--- src/rtl/led_matrix_scan_pkg.sv ---
// Shared register-map constants for the LED matrix scan driver.
package led_pkg;
    typedef logic [31:0] word_t;

    localparam int CTRL_OFS   = 0;
    localparam int STATUS_OFS = 1;
    localparam int ROW_BASE   = 2;

    localparam int EN_BIT     = 0;
    localparam int DBUF_BIT   = 1;
    localparam int BLINK_LSB  = 8;
    localparam int BLINK_MSB  = 15;
    localparam int BRIGHT_LSB = 16;

    localparam int ST_PEND_BIT      = 0;
    localparam int ST_BLINK_OFF_BIT = 1;
    localparam int ST_ROW_LSB       = 8;
    localparam int ST_FRAME_LSB     = 16;

    // Writable CTRL bits; everything else stores and reads as 0.
    function automatic word_t ctrl_mask(int pwm_bits);
        word_t m;
        m = '0;
        m[EN_BIT]              = 1'b1;
        m[DBUF_BIT]            = 1'b1;
        m[BLINK_MSB:BLINK_LSB] = '1;
        for (int i = 0; i < pwm_bits; i++) m[BRIGHT_LSB + i] = 1'b1;
        return m;
    endfunction
endpackage

--- src/rtl/led_matrix_scan_if.sv ---
// Register bus between a CPU-side wrapper and the LED matrix scan driver.
interface led_matrix_scan_if #(
    parameter int ADDR_W = 4
);
    logic [ADDR_W-1:0] addr_i;
    logic [31:0]       write_data;
    logic              write_en;
    logic [31:0]       read_data;

    modport master (output addr_i, write_data, write_en, input read_data);
    modport slave  (input addr_i, write_data, write_en, output read_data);
endinterface

--- src/rtl/led_matrix_scan_timer.sv ---
// Prescaler -> PWM counter -> row counter chain; everything held at 0 while en is low.
module led_scan_timer #(
    parameter int ROWS     = 8,
    parameter int PWM_BITS = 4,
    parameter int SCAN_DIV = 1000,
    parameter int ROW_W    = 3
) (
    input  logic                clk,
    input  logic                rst,
    input  logic                en,
    output logic                tick,
    output logic [PWM_BITS-1:0] pwm_cnt,
    output logic [ROW_W-1:0]    row,
    output logic                frame_end
);
    localparam int PRE_W = (SCAN_DIV > 1) ? $clog2(SCAN_DIV) : 1;

    logic [PRE_W-1:0] presc_q;
    logic             presc_wrap;
    logic             pwm_wrap;
    logic             row_last;

    assign presc_wrap = (presc_q == PRE_W'(SCAN_DIV - 1));
    assign pwm_wrap   = (pwm_cnt == '1);
    assign row_last   = (row == ROW_W'(ROWS - 1));
    assign tick       = en && presc_wrap;
    assign frame_end  = tick && pwm_wrap && row_last;

    always_ff @(posedge clk or posedge rst) begin
        if (rst) begin
            presc_q <= '0;
            pwm_cnt <= '0;
            row     <= '0;
        end else if (!en) begin
            presc_q <= '0;
            pwm_cnt <= '0;
            row     <= '0;
        end else begin
            presc_q <= presc_wrap ? '0 : presc_q + PRE_W'(1);
            if (tick) begin
                pwm_cnt <= pwm_cnt + PWM_BITS'(1);
                if (pwm_wrap) row <= row_last ? '0 : row + ROW_W'(1);
            end
        end
    end
endmodule

--- src/rtl/led_matrix_scan.sv ---
// LED matrix scan driver: register file, double-buffered row data, blink and
// registered row/column drive on top of the scan timer.
module led_matrix_scan
    import led_pkg::*;
#(
    parameter int ROWS     = 8,
    parameter int COLS     = 8,
    parameter int PWM_BITS = 4,
    parameter int SCAN_DIV = 1000,
    parameter int ADDR_W   = 4
) (
    input  logic             clk,
    input  logic             rst,
    led_matrix_scan_if.slave bus,
    output logic [ROWS-1:0]  row_sel,
    output logic [COLS-1:0]  col_out,
    output logic             frame_tick
);
    localparam int    ROW_W     = (ROWS > 1) ? $clog2(ROWS) : 1;
    localparam word_t CTRL_MASK = ctrl_mask(PWM_BITS);

    word_t            ctrl_q;
    logic [COLS-1:0]  back_q  [ROWS];
    logic [COLS-1:0]  front_q [ROWS];
    logic             pend_q;
    logic             blink_off_q;
    logic [7:0]       blink_cnt_q;
    logic [15:0]      frame_cnt_q;

    logic                en, dbuf;
    logic [7:0]          blink;
    logic [PWM_BITS-1:0] bright;
    logic                tick, frame_end, frame_evt;
    logic [PWM_BITS-1:0] pwm_cnt;
    logic [ROW_W-1:0]    row;

    word_t            addr_ext;
    logic             ctrl_we, row_hit, row_we;
    logic [ROW_W-1:0] row_idx;
    word_t            rd;

    assign en     = ctrl_q[EN_BIT];
    assign dbuf   = ctrl_q[DBUF_BIT];
    assign blink  = ctrl_q[BLINK_MSB:BLINK_LSB];
    assign bright = ctrl_q[BRIGHT_LSB +: PWM_BITS];

    led_scan_timer #(
        .ROWS(ROWS), .PWM_BITS(PWM_BITS), .SCAN_DIV(SCAN_DIV), .ROW_W(ROW_W)
    ) u_timer (
        .clk(clk), .rst(rst), .en(en), .tick(tick),
        .pwm_cnt(pwm_cnt), .row(row), .frame_end(frame_end)
    );

    assign frame_evt = tick && frame_end;

    assign addr_ext = {{(32 - ADDR_W){1'b0}}, bus.addr_i};
    assign ctrl_we  = bus.write_en && (addr_ext == CTRL_OFS);
    assign row_hit  = (addr_ext >= ROW_BASE) && (addr_ext < ROW_BASE + ROWS);
    assign row_we   = bus.write_en && row_hit;
    assign row_idx  = ROW_W'(addr_ext - ROW_BASE);

    always_comb begin
        rd = '0;
        if (addr_ext == CTRL_OFS) begin
            rd = ctrl_q;
        end else if (addr_ext == STATUS_OFS) begin
            rd[ST_PEND_BIT]          = pend_q;
            rd[ST_BLINK_OFF_BIT]     = blink_off_q;
            rd[ST_ROW_LSB +: 8]      = 8'(row);
            rd[ST_FRAME_LSB +: 16]   = frame_cnt_q;
        end else if (row_hit) begin
            rd[COLS-1:0] = back_q[row_idx];
        end
    end
    assign bus.read_data = rd;

    always_ff @(posedge clk or posedge rst) begin
        if (rst) begin
            ctrl_q <= '0;
            pend_q <= 1'b0;
            for (int i = 0; i < ROWS; i++) begin
                back_q[i]  <= '0;
                front_q[i] <= '0;
            end
        end else begin
            if (ctrl_we) ctrl_q <= bus.write_data & CTRL_MASK;
            if (row_we) back_q[row_idx] <= bus.write_data[COLS-1:0];
            // The frame-end copy samples back_q before a same-cycle write lands,
            // so that write keeps PEND set and shows up one frame later.
            if (!dbuf) begin
                front_q <= back_q;
                pend_q  <= 1'b0;
            end else begin
                if (frame_evt && pend_q) begin
                    front_q <= back_q;
                    pend_q  <= 1'b0;
                end
                if (row_we) pend_q <= 1'b1;
            end
        end
    end

    always_ff @(posedge clk or posedge rst) begin
        if (rst) begin
            frame_cnt_q <= '0;
            blink_cnt_q <= '0;
            blink_off_q <= 1'b0;
            row_sel     <= '0;
            col_out     <= '0;
            frame_tick  <= 1'b0;
        end else begin
            if (frame_evt) frame_cnt_q <= frame_cnt_q + 16'd1;
            if (!en || blink == 8'd0) begin
                blink_cnt_q <= '0;
                blink_off_q <= 1'b0;
            end else if (frame_evt) begin
                if (blink_cnt_q >= blink - 8'd1) begin
                    blink_cnt_q <= '0;
                    blink_off_q <= ~blink_off_q;
                end else begin
                    blink_cnt_q <= blink_cnt_q + 8'd1;
                end
            end
            row_sel    <= en ? (ROWS'(1) << row) : '0;
            col_out    <= (en && (pwm_cnt < bright) && !blink_off_q) ? front_q[row] : '0;
            frame_tick <= frame_evt;
        end
    end
endmodule

--- src/flat_wrapper.sv ---
// flat-port wrapper written by rule: the top's interface ports become plain ports
module led_matrix_scan_flat import led_pkg::*;
#(
    parameter int ROWS     = 8,
    parameter int COLS     = 8,
    parameter int PWM_BITS = 4,
    parameter int SCAN_DIV = 1000,
    parameter int ADDR_W   = 4
)
  (clk, rst, row_sel, col_out, frame_tick, bus_addr_i, bus_write_data, bus_write_en, bus_read_data);
  led_matrix_scan_if #(.ADDR_W(ADDR_W)) bus_i ();
  input  logic clk;
  input  logic rst;
  output logic [ROWS-1:0] row_sel;
  output logic [COLS-1:0] col_out;
  output logic frame_tick;
  input wire logic [$bits(bus_i.addr_i)-1:0] bus_addr_i;
  input wire logic [$bits(bus_i.write_data)-1:0] bus_write_data;
  input wire logic [$bits(bus_i.write_en)-1:0] bus_write_en;
  output wire logic [$bits(bus_i.read_data)-1:0] bus_read_data;
  assign bus_i.addr_i = bus_addr_i;
  assign bus_i.write_data = bus_write_data;
  assign bus_i.write_en = bus_write_en;
  assign bus_read_data = bus_i.read_data;
  led_matrix_scan #(.ROWS(ROWS), .COLS(COLS), .PWM_BITS(PWM_BITS), .SCAN_DIV(SCAN_DIV), .ADDR_W(ADDR_W)) u_core (.clk(clk), .rst(rst), .bus(bus_i), .row_sel(row_sel), .col_out(col_out), .frame_tick(frame_tick));
endmodule
--- config.mk ---
export PLATFORM = sky130hd
export DESIGN_NAME = led_matrix_scan_flat
export DESIGN_NICKNAME = d
export VERILOG_FILES = /design/src/rtl/led_matrix_scan_pkg.sv /design/src/rtl/led_matrix_scan_if.sv /design/src/rtl/led_matrix_scan_timer.sv /design/src/rtl/led_matrix_scan.sv /design/src/flat_wrapper.sv
export SDC_FILE = /design/constraint.sdc
export NUM_CORES = 1
export LEC_CHECK = 0
export CORE_MARGIN = 2
export CORE_UTILIZATION = 55
export CTS_CLUSTER_DIAMETER = 120
export CTS_CLUSTER_SIZE = 24
export DETAILED_ROUTE_END_ITERATION = 6
export DONT_BUFFER_PORTS = 1
export PLACE_DENSITY = 0.73
export SYNTH_ARGS = -nofsm -noshare
export SYNTH_HDL_FRONTEND = slang
export SYNTH_SLANG_ARGS = --single-unit
--- constraint.sdc ---
create_clock -name clk -period 8.35 [get_ports clk]
set_clock_uncertainty 0.15 [all_clocks]
set_input_delay 2.505 -clock clk [delete_from_list [all_inputs] [get_ports clk]]
set_output_delay 2.505 -clock clk [all_outputs]
set_load 0.005 [all_outputs]
## After elaboration in Yosys (flattened, before gate mapping)

Index checks and enable logic that the tools add are counted.

| word-level totals | value |
|---|---|
| bits in registers | 202 |
| bits of input ports | 39 |
| output and inout port bits | 49 |
| logic and storage cells | 108 |

| cells by class | value |
|---|---|
| $add $sub $neg | 7 |
| order comparisons | 7 |
| equal/unequal tests | 8 |
| shift-type cells | 1 |
| multiplexer cells | 35 |
| bitwise gates (word level) | 3 |
| reductions and logical operators | 20 |

Operator list:

| operator | count |
|---|---|
| 64-bit two-way mux | 2 |
| 8-bit two-way mux | 11 |
| 64-bit bitwise mux | 1 |
| 8-bit binary-select mux with 3-bit select | 2 |
| 32-bit zero test | 1 |
| 32-bit two-way mux | 1 |
| 8-bit demux with 3-bit select | 1 |
| 24-bit two-way mux | 1 |
| 10-bit two-way mux | 2 |
| 16-bit by 1-bit adder with 16-bit output, second input constant | 1 |
| 3-bit two-way mux | 4 |
| 1-bit logical AND | 11 |
| 10-bit by 1-bit adder with 10-bit output, second input constant | 1 |
| 10-bit equality test, second input constant | 1 |
| 8-bit by 1-bit adder with 8-bit output, second input constant | 1 |
| 4-bit >= comparator, second input constant | 2 |
| 8-bit >= comparator | 1 |
| 8-bit zero test | 1 |
| 4-bit two-way mux | 2 |
| 3-bit inverter with 4-bit output | 2 |
| 1-bit by 3-bit << shifter with 8-bit output, first input constant | 1 |
| 8-bit by 1-bit subtractor with 8-bit output, second input constant | 1 |
| 1-bit two-way mux | 6 |
| 6-bit two-way mux | 1 |
| 18 further kinds | 23 |

## Depth between registers and ports, before layout

Gate-level depths: netlist of the first run.

| depth | value |
|---|---|
| depth after elaboration | 9 |
| gate-level depth with buffers | 11 |
| gate-level depth less buffers | 10 |

## Cells and area by module

A second synthesis of the first run with hierarchy kept.

| unflattened totals | value |
|---|---|
| cell total of the unflattened synthesis | 721 |
| area, all modules | 9695.5 µm² |

By module, submodules not included:

| module | times used | cells each | area an instance (µm²) | seq. area each (µm²) |
|---|---|---|---|---|
| led_matrix_scan | 1 | 634 | 8807.2 | 4629.4 |
| led_scan_timer | 1 | 87 | 888.4 | 425.4 |

## Least setup slack after synthesis of the first run

Ideal clock, no wire load.

| path | value |
|---|---|
| path kind | input to output |
| start | input port bus_addr_i[1] |
| end | output port bus_read_data[0] |
| arrival | 4687 ps |
| data required time | 5695 ps |
| setup slack | 1008 ps |
| cell stages on the path | 10 |
| path buffers | 3 |
| cell sequence | clkbuf_1 clkbuf_1 inv_1 ha_1 clkbuf_1 mux4_2 nor2_1 a211oi_1 a31oi_1 a21oi_1 |

| between the ends | value |
|---|---|
| longest elaborated chain between the ends | 8 |
| elaborated cells between the ends (all ways) | 13 |
| those cells by class | add/sub: 1; order compare: 2; eq/ne: 1; mux: 6; bitwise: 1; reduce/logical: 2 |

RTL lines:

| item | RTL line | RTL |
|---|---|---|
| from (decl) | flat_wrapper.sv:17 | `input wire logic [$bits(bus_i.addr_i)-1:0] bus_addr_i;` |
| 3-bit by 2-bit subtractor with 3-bit output | led_matrix_scan.sv:60 | `assign row_idx = ROW_W'(addr_ext - ROW_BASE);` |
| 3-bit inverter with 4-bit output (not written as such) | led_matrix_scan.sv:72 | `rd[COLS-1:0] = back_q[row_idx];` |
| 8-bit binary-select mux with 3-bit select | led_matrix_scan.sv:72 |  |
| 8-bit two-way mux (not written as such) (2 in a row) | led_matrix_scan.sv:72 |  |
| 8-bit two-way mux | led_matrix_scan.sv:71 | `end else if (row_hit) begin` |
| 2-bit two-way mux | led_matrix_scan.sv:66 | `end else if (addr_ext == STATUS_OFS) begin` |
| 32-bit two-way mux * | led_matrix_scan.sv:64 | `if (addr_ext == CTRL_OFS) begin` |
| to (decl) | flat_wrapper.sv:20 | `output wire logic [$bits(bus_i.read_data)-1:0] bus_read_data;` |

Every way passes the cells marked *; elsewhere a longest branch is shown, timed or not. The select of a mux whose other input is x is not followed.

## Worst setup path after layout of the first run

Ends and elaborated chain as after synthesis.

==> flow_summary.yaml, run 1 <==
run_status:
  status: "complete, no violations"
clocking:
  cts_tree: "built"
  clk_pin_slew_ns: 0.10
  clk_latency_ns: 0.47
  post_cts.repair.setup_buffers: 0
  cts_max_level: 1
  cts.root.buffer_cell: "clkbuf_16"
  cts_resized: 0
  postCtsHoldBufs: 0
  clk_path_buf_depth: 3
  numCtsBuffers: 12
  cts.sinks: 202
cells_and_area:
  final_common_cell: "dfrtp_1"
  fill_cells: 1349
  diodes: 0
  syn2layout_area_growth_pct: 5.11
  final_cell_mix: "dfrtp_1, mux2_2, nand2_1, nor2_1, mux4_2"
  layout-drive-gt1-share_pct: 27.4
  final_cell_count_no_fill: 944
  layout.nets: 784
  fin_area_sq_um: 10200
yosys:
  yosys.area_share.simple_pct: 10.4
  syn_inst: 731
  netlist_area_sq_um: 9740
  synth-seq-cells: 202
  synthMuxAreaShare_pct: 26.0
  ys.flop_type: "dfrtp_1"
  yosys_warnings: 0
  yosysUniqueCellTypes: 52
  synth_compound_gate_area_share_pct: 2.71
  postSynthAreaPerCell_sq_um: 13.3
  synth_xor_area_share_pct: 3.04
  seq_area_frac_synth_pct: 51.9
  synth_top_family_by_area: "multiplexers"
  syn_nets: 797
  synthAdderAreaFrac_pct: 3.47
  synth_edf_count: 0
  async_reset_ff_share_pct: 100
placement:
  place_congestion: 0.830
  placedCellCount: 929
  hpwl_microns: 13300
  port_buffers: 0
  place_area_sq_um: 9890
global_routing:
  grt_usage_pct: 22.3
  gr-total-overflow: 0
  grt_max_degree: 138
  grt_pass1_wl_microns: 32300
  grt_pass1_vias: 6014
  antenna_found_initial: 0
worst_setup_path:
  end_kind: "primary output"
  max_stage_delay_ns: 0.71
  cp_max_fo: 18
  cp_slowest_cell: "ha_1"
  start_kind: "input pin"
  r2r_start: "u_core.u_timer.row[0]$_DFFE_PP0P_"
  reg2reg_depth: 7
  cp.arrival_ns: 4.32
  crit_chain: "inv_1 -> ha_1 -> mux4_2 -> nor2_1 -> a211oi_1 -> a31oi_1 -> a21oi_1"
  required_ns: 5.70
  r2r_end: "u_core.front_q[38]$_DFFE_PP0P_"
  reg2reg_setup_slack_ns: 4.86
  cp-endpoint: "bus_read_data[0]"
  critical_path_class: "in2out"
  crit_path_start: "bus_addr_i[1]"
power_and_ir_drop:
  p_sw_share_pct: 27.4
  combPwrFrac_pct: 21.3
  power_frac_seq_pct: 54.7
  p_switching_uw: 691
  clkPwrFrac_pct: 24.0
  power.leakage_uw: 0.00466
  p_int_uw: 1830
  ir_worst_vdd_mv: 0.195
  p_per_area_nw_per_um2: 246
routing:
  antenna_left: 0
  routed.top_layer: "met4"
  drtIter0Drc: 312
  routed_wl_microns: 20200
  wl_met3_microns: 1080
  vias: 5776
  drc_errors: 0
  wl_met1_microns: 8460
  wl_per_cell_microns: 21.3
  firstDrtPassIters: 4
  vias_per_cell: 6.12
  routed-wl-met2_microns: 10200
timing:
  setup_viol: 0
  tns_ns: 0
  fmax_mhz: 143
  period_minus_slack_ns: 6.97
  hold_viol_final: 0
  relSlewSlack_pct: 26.0
  period_share_pct: 83.5
  worst_pin_slew_ns: 1.10
  rsz0062_at_grt: "false"
  finalMaxSlewViolations: 0
flow_run:
  max-cap-violations: 0
min_path:
  min_path_type: "reg2reg"
  hold_start: "u_core.frame_cnt_q[15]$_DFFE_PP0P_"
floorplan:
  die-width_microns: 137
  num_rows: 48
  die_h_microns: 137
  die-area_sq_um: 18800
  core_sq_um: 17300
  initial_core_util_pct: 56.3
  ios: 88
state kept, by name, indices dropped and copies added, names as in the netlist, 4 cells and up:
register	count
u_core.row_sel	8
u_core.ctrl_q	14
u_core.u_timer.presc_q	10
u_core.col_out	8
u_core.u_timer.pwm_cnt	4
u_core.back_q	64
u_core.front_q	64
u_core.frame_cnt_q	16
u_core.blink_cnt_q	8
per-stage QoR:
stage / worst slack, ns / utilization (%) / hold WS, ns / total power [uW]
after floorplan: 0.184 / - / 0.288 / 1810
after global placement: 1.45 / 57.2 / 0.314 / 1890
after detailed placement: 1.41 / 57.2 / 0.321 / 1940
after CTS: 1.38 / 59.2 / 0.335 / 2540
after global routing: 1.27 / 59.2 / 0.348 / 2650
final: 1.38 / 59.2 / 0.329 / 2520
power by group through the flow:
| stage | clock, uW | sequential (uW) | combinational [uW] |
|---|---|---|---|
| final | 606 | 1380 | 536 |
| after global routing | 654 | 1410 | 585 |
| after CTS | 618 | 1380 | 543 |
| after detailed placement | 0 | 1400 | 539 |
| after global placement | 0 | 1380 | 516 |
| after floorplan | 0 | 1330 | 478 |
layout make-up:
class	count	area (sq um)	share of cell area, %
inverters	16	67.6	0.660
clock inverters	1	16.3	0.159
repair buffers	4	30.0	0.293
flip-flops and latches	202	5060	49.4
multi-input cells	482	4460	43.5
well taps	225	282	2.75
clock buffers	14	329	3.21
critical path: cells and delay by family:
family | cells | cell delay (ns)
AO/OA/AOI/OAI | 3 | 0.60
buffers and inverters | 1 | 0.09
multiplexers | 1 | 0.35
AND/OR/NAND/NOR | 1 | 0.05
adder cells (fa/ha/maj) | 1 | 0.71
cells by family (layout without fill, tap and decap cells):
logic type / after synthesis / after routing
AND/OR/NAND/NOR: 191 / 191
XOR/XNOR: 33 / 33
adder cells (fa/ha/maj): 27 / 27
flip-flops: 202 / 202
AO/OA/AOI/OAI: 39 / 39
buffers and inverters: 47 / 35
multiplexers: 192 / 192
Yosys cell counts, types with 6 or more instances:
| cell type | count | area (sq um) |
|---|---|---|
| nand2_1 | 53 | 199 |
| mux2i_1 | 18 | 180 |
| a221o_1 | 6 | 60.1 |
| ha_1 | 27 | 338 |
| and3_1 | 26 | 163 |
| dfrtp_1 | 202 | 5050 |
| nand4_1 | 6 | 37.5 |
| mux4_2 | 32 | 721 |
| mux2_1 | 10 | 113 |
| xnor2_1 | 21 | 184 |
| clkbuf_1 | 16 | 60.1 |
| a21oi_1 | 17 | 85.1 |
| buf_6 | 8 | 90.1 |
| xor2_1 | 11 | 96.3 |
| inv_1 | 16 | 60.1 |
| and2_1 | 14 | 87.6 |
| mux2_2 | 122 | 1370 |
| mux2_4 | 10 | 150 |
| nand3_1 | 14 | 70.1 |
| nor2_1 | 39 | 146 |
| nor3_1 | 10 | 50.1 |
metal layers:
layer  GRT usage (%)  vias to the layer above
li1                -                     2587
met1            29.0                     3023
met2            38.9                      138
met4            5.50                        0
met3            4.04                       28
met5               0                        -
how the worst min path moves through the flow:
stage | endpoint | cells past startpoint
final | u_core.frame_cnt_q[15]$_DFFE_PP0P_ | 1
after global routing | u_core.frame_cnt_q[15]$_DFFE_PP0P_ | 1
after CTS | u_core.frame_cnt_q[15]$_DFFE_PP0P_ | 1
after detailed placement | u_core.frame_cnt_q[15]$_DFFE_PP0P_ | 1
after global placement | u_core.frame_cnt_q[15]$_DFFE_PP0P_ | 1
after floorplan | u_core.frame_cnt_q[15]$_DFFE_PP0P_ | 1
Note: power is estimated with default switching activity, not from simulation.
==> run 2, diff against run 1 <==
Settings changed: PLACE_DENSITY 0.73 to 0.7.
Clock period 8.35 ns to 6.5 ns, I/O delays scaled along.
==> run 2 against run 1 <==
Hold slack about the same; highest routed layer unchanged; critical path type unchanged; sequential power up 28%; flip-flop and latch count unchanged; critical endpoint is now bus_read_data[1].
==> flow_summary.yaml, run 2 (synthesis gave the netlist of run 1 again) <==
floorplan:
  die-width_microns: 137
  num_rows: 48
  core_sq_um: 17300
  die_h_microns: 137
  die-area_sq_um: 18800
  initial_core_util_pct: 56.3
  ios: 88
clocking:
  cts_resized: 0
  clk_pin_slew_ns: 0.09
  clk_latency_ns: 0.48
  post_cts.repair.setup_buffers: 0
  clk_path_buf_depth: 3
  numCtsBuffers: 12
  postCtsHoldBufs: 0
  cts_max_level: 1
  cts.root.buffer_cell: "clkbuf_16"
  cts_tree: "built"
  cts.sinks: 202
timing:
  setup_ws_ns: 0.822
  relSlewSlack_pct: 24.0
  finalMaxSlewViolations: 0
  hold_viol_final: 0
  holdWs_ns: 0.329
  setup_viol: 0
  period_share_pct: 87.4
  worst_pin_slew_ns: 1.14
  tns_ns: 0
  period_minus_slack_ns: 5.68
  rsz0062_at_grt: "false"
  fmax_mhz: 176
routing:
  drtIter0Drc: 297
  antenna_left: 0
  routed_wl_microns: 20300
  vias_per_cell: 6.03
  vias: 5709
  wl_per_cell_microns: 21.4
  firstDrtPassIters: 4
  drc_errors: 0
placement:
  pre_cts_ws_ns: 0.835
  place_congestion: 0.790
  hpwl_microns: 13700
  placedCellCount: 932
  port_buffers: 0
  place_area_sq_um: 9920
power_and_ir_drop:
  ir_worst_vdd_mv: 0.225
  p_per_area_nw_per_um2: 314
  power.leakage_uw: 0.00467
cells_and_area:
  final_common_cell: "dfrtp_1"
  reg_top3: "u_core.back_q (64), u_core.front_q (64), u_core.frame_cnt_q (16)"
  fill_cells: 1357
  layout-drive-gt1-share_pct: 27.6
  layout.nets: 787
  diodes: 0
  final_cell_count_no_fill: 946
  fin_area_sq_um: 10300
  final_cell_mix: "dfrtp_1, mux2_2, nand2_1, nor2_1, mux4_2"
  syn2layout_area_growth_pct: 5.29
global_routing:
  grt_usage_pct: 22.9
  antenna_found_initial: 0
  grt_max_degree: 181
  gr-total-overflow: 0
  grt_pass1_vias: 6025
  grt_pass1_wl_microns: 32800
run_status:
  status: "complete, no violations"
worst_setup_path:
  required_ns: 4.40
  cp.arrival_ns: 3.58
  cp_max_fo: 18
  critical_path_class: "in2out"
  end_kind: "primary output"
  start_kind: "input pin"
flow_run:
  max-cap-violations: 0
min_path:
  min_path_type: "reg2reg"
[run 2: changes by cell type in the layout (fill, tap and decap cells not counted)]
cell / previous run / this run
buf_12: 0 / 1
buf_4: 4 / 6
clkbuf_1: 1 / 0
clkbuf_16: 13 / 12
clkinv_8: 0 / 1
clkinvlp_4: 0 / 1
dfrtp_1: 201 / 202
dfrtp_2: 1 / 0
inv_8: 1 / 0
[run 2: worst paths after layout]
| check | startpoint | end | slack (ns) | cells after the start |
|---|---|---|---|---|
| max reg2reg | u_core.u_timer.row[0]$_DFFE_PP0P_ | u_core.front_q[19]$_DFFE_PP0P_ | 3.30 | 8 |
| max in group asynchronous | rst | u_core.front_q[16]$_DFFE_PP0P_ | 3.71 | 2 |
| max | bus_addr_i[1] | bus_read_data[1] | 0.82 | 7 |
| min reg2reg | u_core.frame_cnt_q[15]$_DFFE_PP0P_ | u_core.frame_cnt_q[15]$_DFFE_PP0P_ | 0.33 | 1 |
| min | u_core.frame_cnt_q[15]$_DFFE_PP0P_ | u_core.frame_cnt_q[15]$_DFFE_PP0P_ | 0.33 | 1 |
| min in group asynchronous | rst | u_core.row_sel[3]$_DFF_PP0_ | 1.22 | 1 |
[run 2: power breakdown]
group          internal (uW)  switching [uW]  total (uW)
Sequential              1560             209        1770
Combinational            421             270         691
Clock                    344             410         754
[run 2: per-layer routing]
metal	global-route usage [%]	vias to the layer above	routed length (microns)
li1	-	2595	-
met1	30.1	2967	8600
met2	39.6	125	10100
met3	4.56	22	1170
met4	5.04	0	335
met5	0	-	0
[run 2: area by class of cell]
cell class	instances	area, sq um	area share [%]
Multi-Input combinational cell	482	4460	43.5
Clock inverter	2	32.5	0.317
Timing Repair Buffer	7	65.1	0.634
Inverter	16	63.8	0.622
Sequential cell	202	5050	49.3
Tap cell	225	282	2.74
Clock buffer	12	300	2.93
[run 2: worst max-delay path, cell delays in order]
cell and delay, ns:
inv_1 0.08, ha_1 0.58, mux4_2 0.31, nor2_1 0.05
a211oi_1 0.22, a31oi_1 0.06, a21oi_1 0.32
[run 2: metrics by stage]
| step | power [uW] | util, % |
|---|---|---|
| floorplan | 2330 | - |
| finish | 3220 | 59.3 |
| detailed placement | 2500 | 57.4 |
| CTS | 3250 | 59.3 |
| global placement | 2440 | 57.4 |
| global route | 3400 | 59.3 |
==> run 3, diff against run 2 <==
Settings changed: CAP_MARGIN from default to 30, CTS_CLUSTER_DIAMETER 120 to 150, HOLD_SLACK_MARGIN from default to 0.05.
==> run 3 against run 2 <==
Critical path depth is the same; first-iteration DRC count up 9.8%; flip-flop and latch count unchanged; core utilization grew 0.094 points; power is 0.46% higher; hold slack got worse by 0.0025 ns; clock-buffer cell count is 1 higher; fmax up 0.16%; via count grew 1.2%; critical endpoint unchanged.
==> flow_summary.yaml, run 3 (synthesis gave the netlist of run 1 again) <==
cells_and_area:
  seq_area_sq_um: 5050
  reg_top3: "u_core.back_q (64), u_core.front_q (64), u_core.frame_cnt_q (16)"
  diodes: 0
  layout-drive-gt1-share_pct: 27.7
  final_cell_mix: "dfrtp_1, mux2_2, nand2_1, nor2_1, mux4_2"
  fill_cells: 1352
  multi_input_comb_area_sq_um: 4460
  syn2layout_area_growth_pct: 5.46
  layout.nets: 788
  final_common_cell: "dfrtp_1"
routing:
  wl_per_cell_microns: 21.5
  vias: 5779
  drc_errors: 0
  drtIter0Drc: 326
  firstDrtPassIters: 6
  vias_per_cell: 6.10
  antenna_left: 0
  routed_wl_microns: 20400
timing:
  period_minus_slack_ns: 5.67
  hold_viol_final: 0
  setup_ws_ns: 0.831
  fmax_mhz: 176
  setup_viol: 0
  period_share_pct: 87.2
  relSlewSlack_pct: 28.8
  worst_pin_slew_ns: 1.06
  finalMaxSlewViolations: 0
  rsz0062_at_grt: "false"
  tns_ns: 0
floorplan:
  die-width_microns: 137
  die_h_microns: 137
  core_sq_um: 17300
  initial_core_util_pct: 56.3
  ios: 88
  num_rows: 48
  die-area_sq_um: 18800
clocking:
  cts.root.buffer_cell: "clkbuf_16"
  post_cts.repair.setup_buffers: 0
  clk_latency_ns: 0.47
  cts.sinks: 202
  cts_max_level: 1
  cts_tree: "built"
  clk_pin_slew_ns: 0.10
  postCtsHoldBufs: 0
  cts_resized: 0
  numCtsBuffers: 12
  clk_path_buf_depth: 3
global_routing:
  grt_pass1_wl_microns: 32800
  grt_usage_pct: 22.9
  antenna_found_initial: 0
  globalRouteMet3Util_pct: 4.52
  top_usage_layer: "met2"
  grtUsageMet1_pct: 30.1
  met2_usage_pct: 40.1
  grt_max_degree: 181
  grt_pass1_vias: 6029
  gr-total-overflow: 0
min_path:
  hold_start: "u_core.frame_cnt_q[15]$_DFFE_PP0P_"
  min_path_cells: 1
  min_to: "u_core.frame_cnt_q[15]$_DFFE_PP0P_"
  min_path_type: "reg2reg"
worst_setup_path:
  cp_slowest_cell: "ha_1"
  r2r_start: "u_core.u_timer.row[0]$_DFFE_PP0P_"
  critical_path_class: "in2out"
  crit_chain: "inv_1 -> ha_1 -> mux4_2 -> nor2_1 -> a211oi_1 -> a31oi_1 -> a21oi_1"
  start_kind: "input pin"
  reg2reg_depth: 8
  required_ns: 4.40
  max_stage_delay_ns: 0.56
  cp_max_fo: 18
  r2r_end: "u_core.front_q[18]$_DFFE_PP0P_"
  cp.arrival_ns: 3.57
  end_kind: "primary output"
  reg2reg_setup_slack_ns: 3.30
placement:
  place_congestion: 0.790
  hpwl_microns: 13800
  pre_cts_ws_ns: 0.860
  port_buffers: 0
power_and_ir_drop:
  power.leakage_uw: 0.00468
  p_per_area_nw_per_um2: 315
  ir_worst_vdd_mv: 0.286
flow_run:
  max-cap-violations: 0
run_status:
  status: "complete, no violations"
## run 3: cell count changes in the layout (fill, tap and decap cells not counted), sizes merged
cell / delta
clkbuf: +1
clkinv: -1
buf: +1
## run 3: critical path: cells and delay by family
family | cells | cell delay [ns]
and+or+nand+nor | 1 | 0.05
adders and majority gates | 1 | 0.56
AOI/OAI and AO/OA | 3 | 0.62
buffers and inverters | 1 | 0.08
muxes | 1 | 0.30
## run 3: where the power goes
group	internal, uW	switching, uW
combinational	422	268
clock	365	402
sequential	1560	211
## run 3: how the worst max path moves through the flow
stage | end | startpoint | cells past startpoint | slack, ns
5_1_grt | bus_read_data[1] | bus_addr_i[1] | 7 | 0.70
3_5_place_dp | bus_read_data[1] | bus_addr_i[1] | 7 | 0.86
3_3_place_gp | bus_read_data[1] | bus_addr_i[1] | 7 | 0.86
2_1_floorplan | bus_read_data[0] | bus_addr_i[1] | 10 | 0.27
6_report | bus_read_data[1] | bus_addr_i[1] | 7 | 0.83
4_1_cts | bus_read_data[1] | bus_addr_i[1] | 7 | 0.86
## run 3: layer usage
| layer | share of wire (%) | vias up | routed length, microns |
|---|---|---|---|
| li1 | - | 2598 | - |
| met2 | 51 | 144 | 10300 |
| met5 | 0 | - | 0 |
| met4 | 1.3 | 0 | 255 |
| met3 | 5.8 | 16 | 1190 |
| met1 | 42 | 3021 | 8630 |
## run 3: layout make-up
| type | count | share of cell area, % |
|---|---|---|
| Sequential cell | 202 | 49.2 |
| Multi-Input combinational cell | 482 | 43.4 |
| Clock buffer | 13 | 3.17 |
| Tap cell | 225 | 2.74 |
| Timing Repair Buffer | 8 | 0.706 |
| Inverter | 16 | 0.621 |
| Clock inverter | 1 | 0.158 |
## run 3: through the flow
stage,utilization (%),total power (uW),cells,hold slack [ns],area [sq um]
4_1_cts,59.4,3270,947,0.326,10300
2_1_floorplan,-,2330,731,0.288,9750
6_report,59.4,3230,947,0.326,10300
3_3_place_gp,57.4,2440,932,0.308,9920
5_1_grt,59.4,3410,947,0.359,10300
3_5_place_dp,57.4,2500,933,0.309,9930
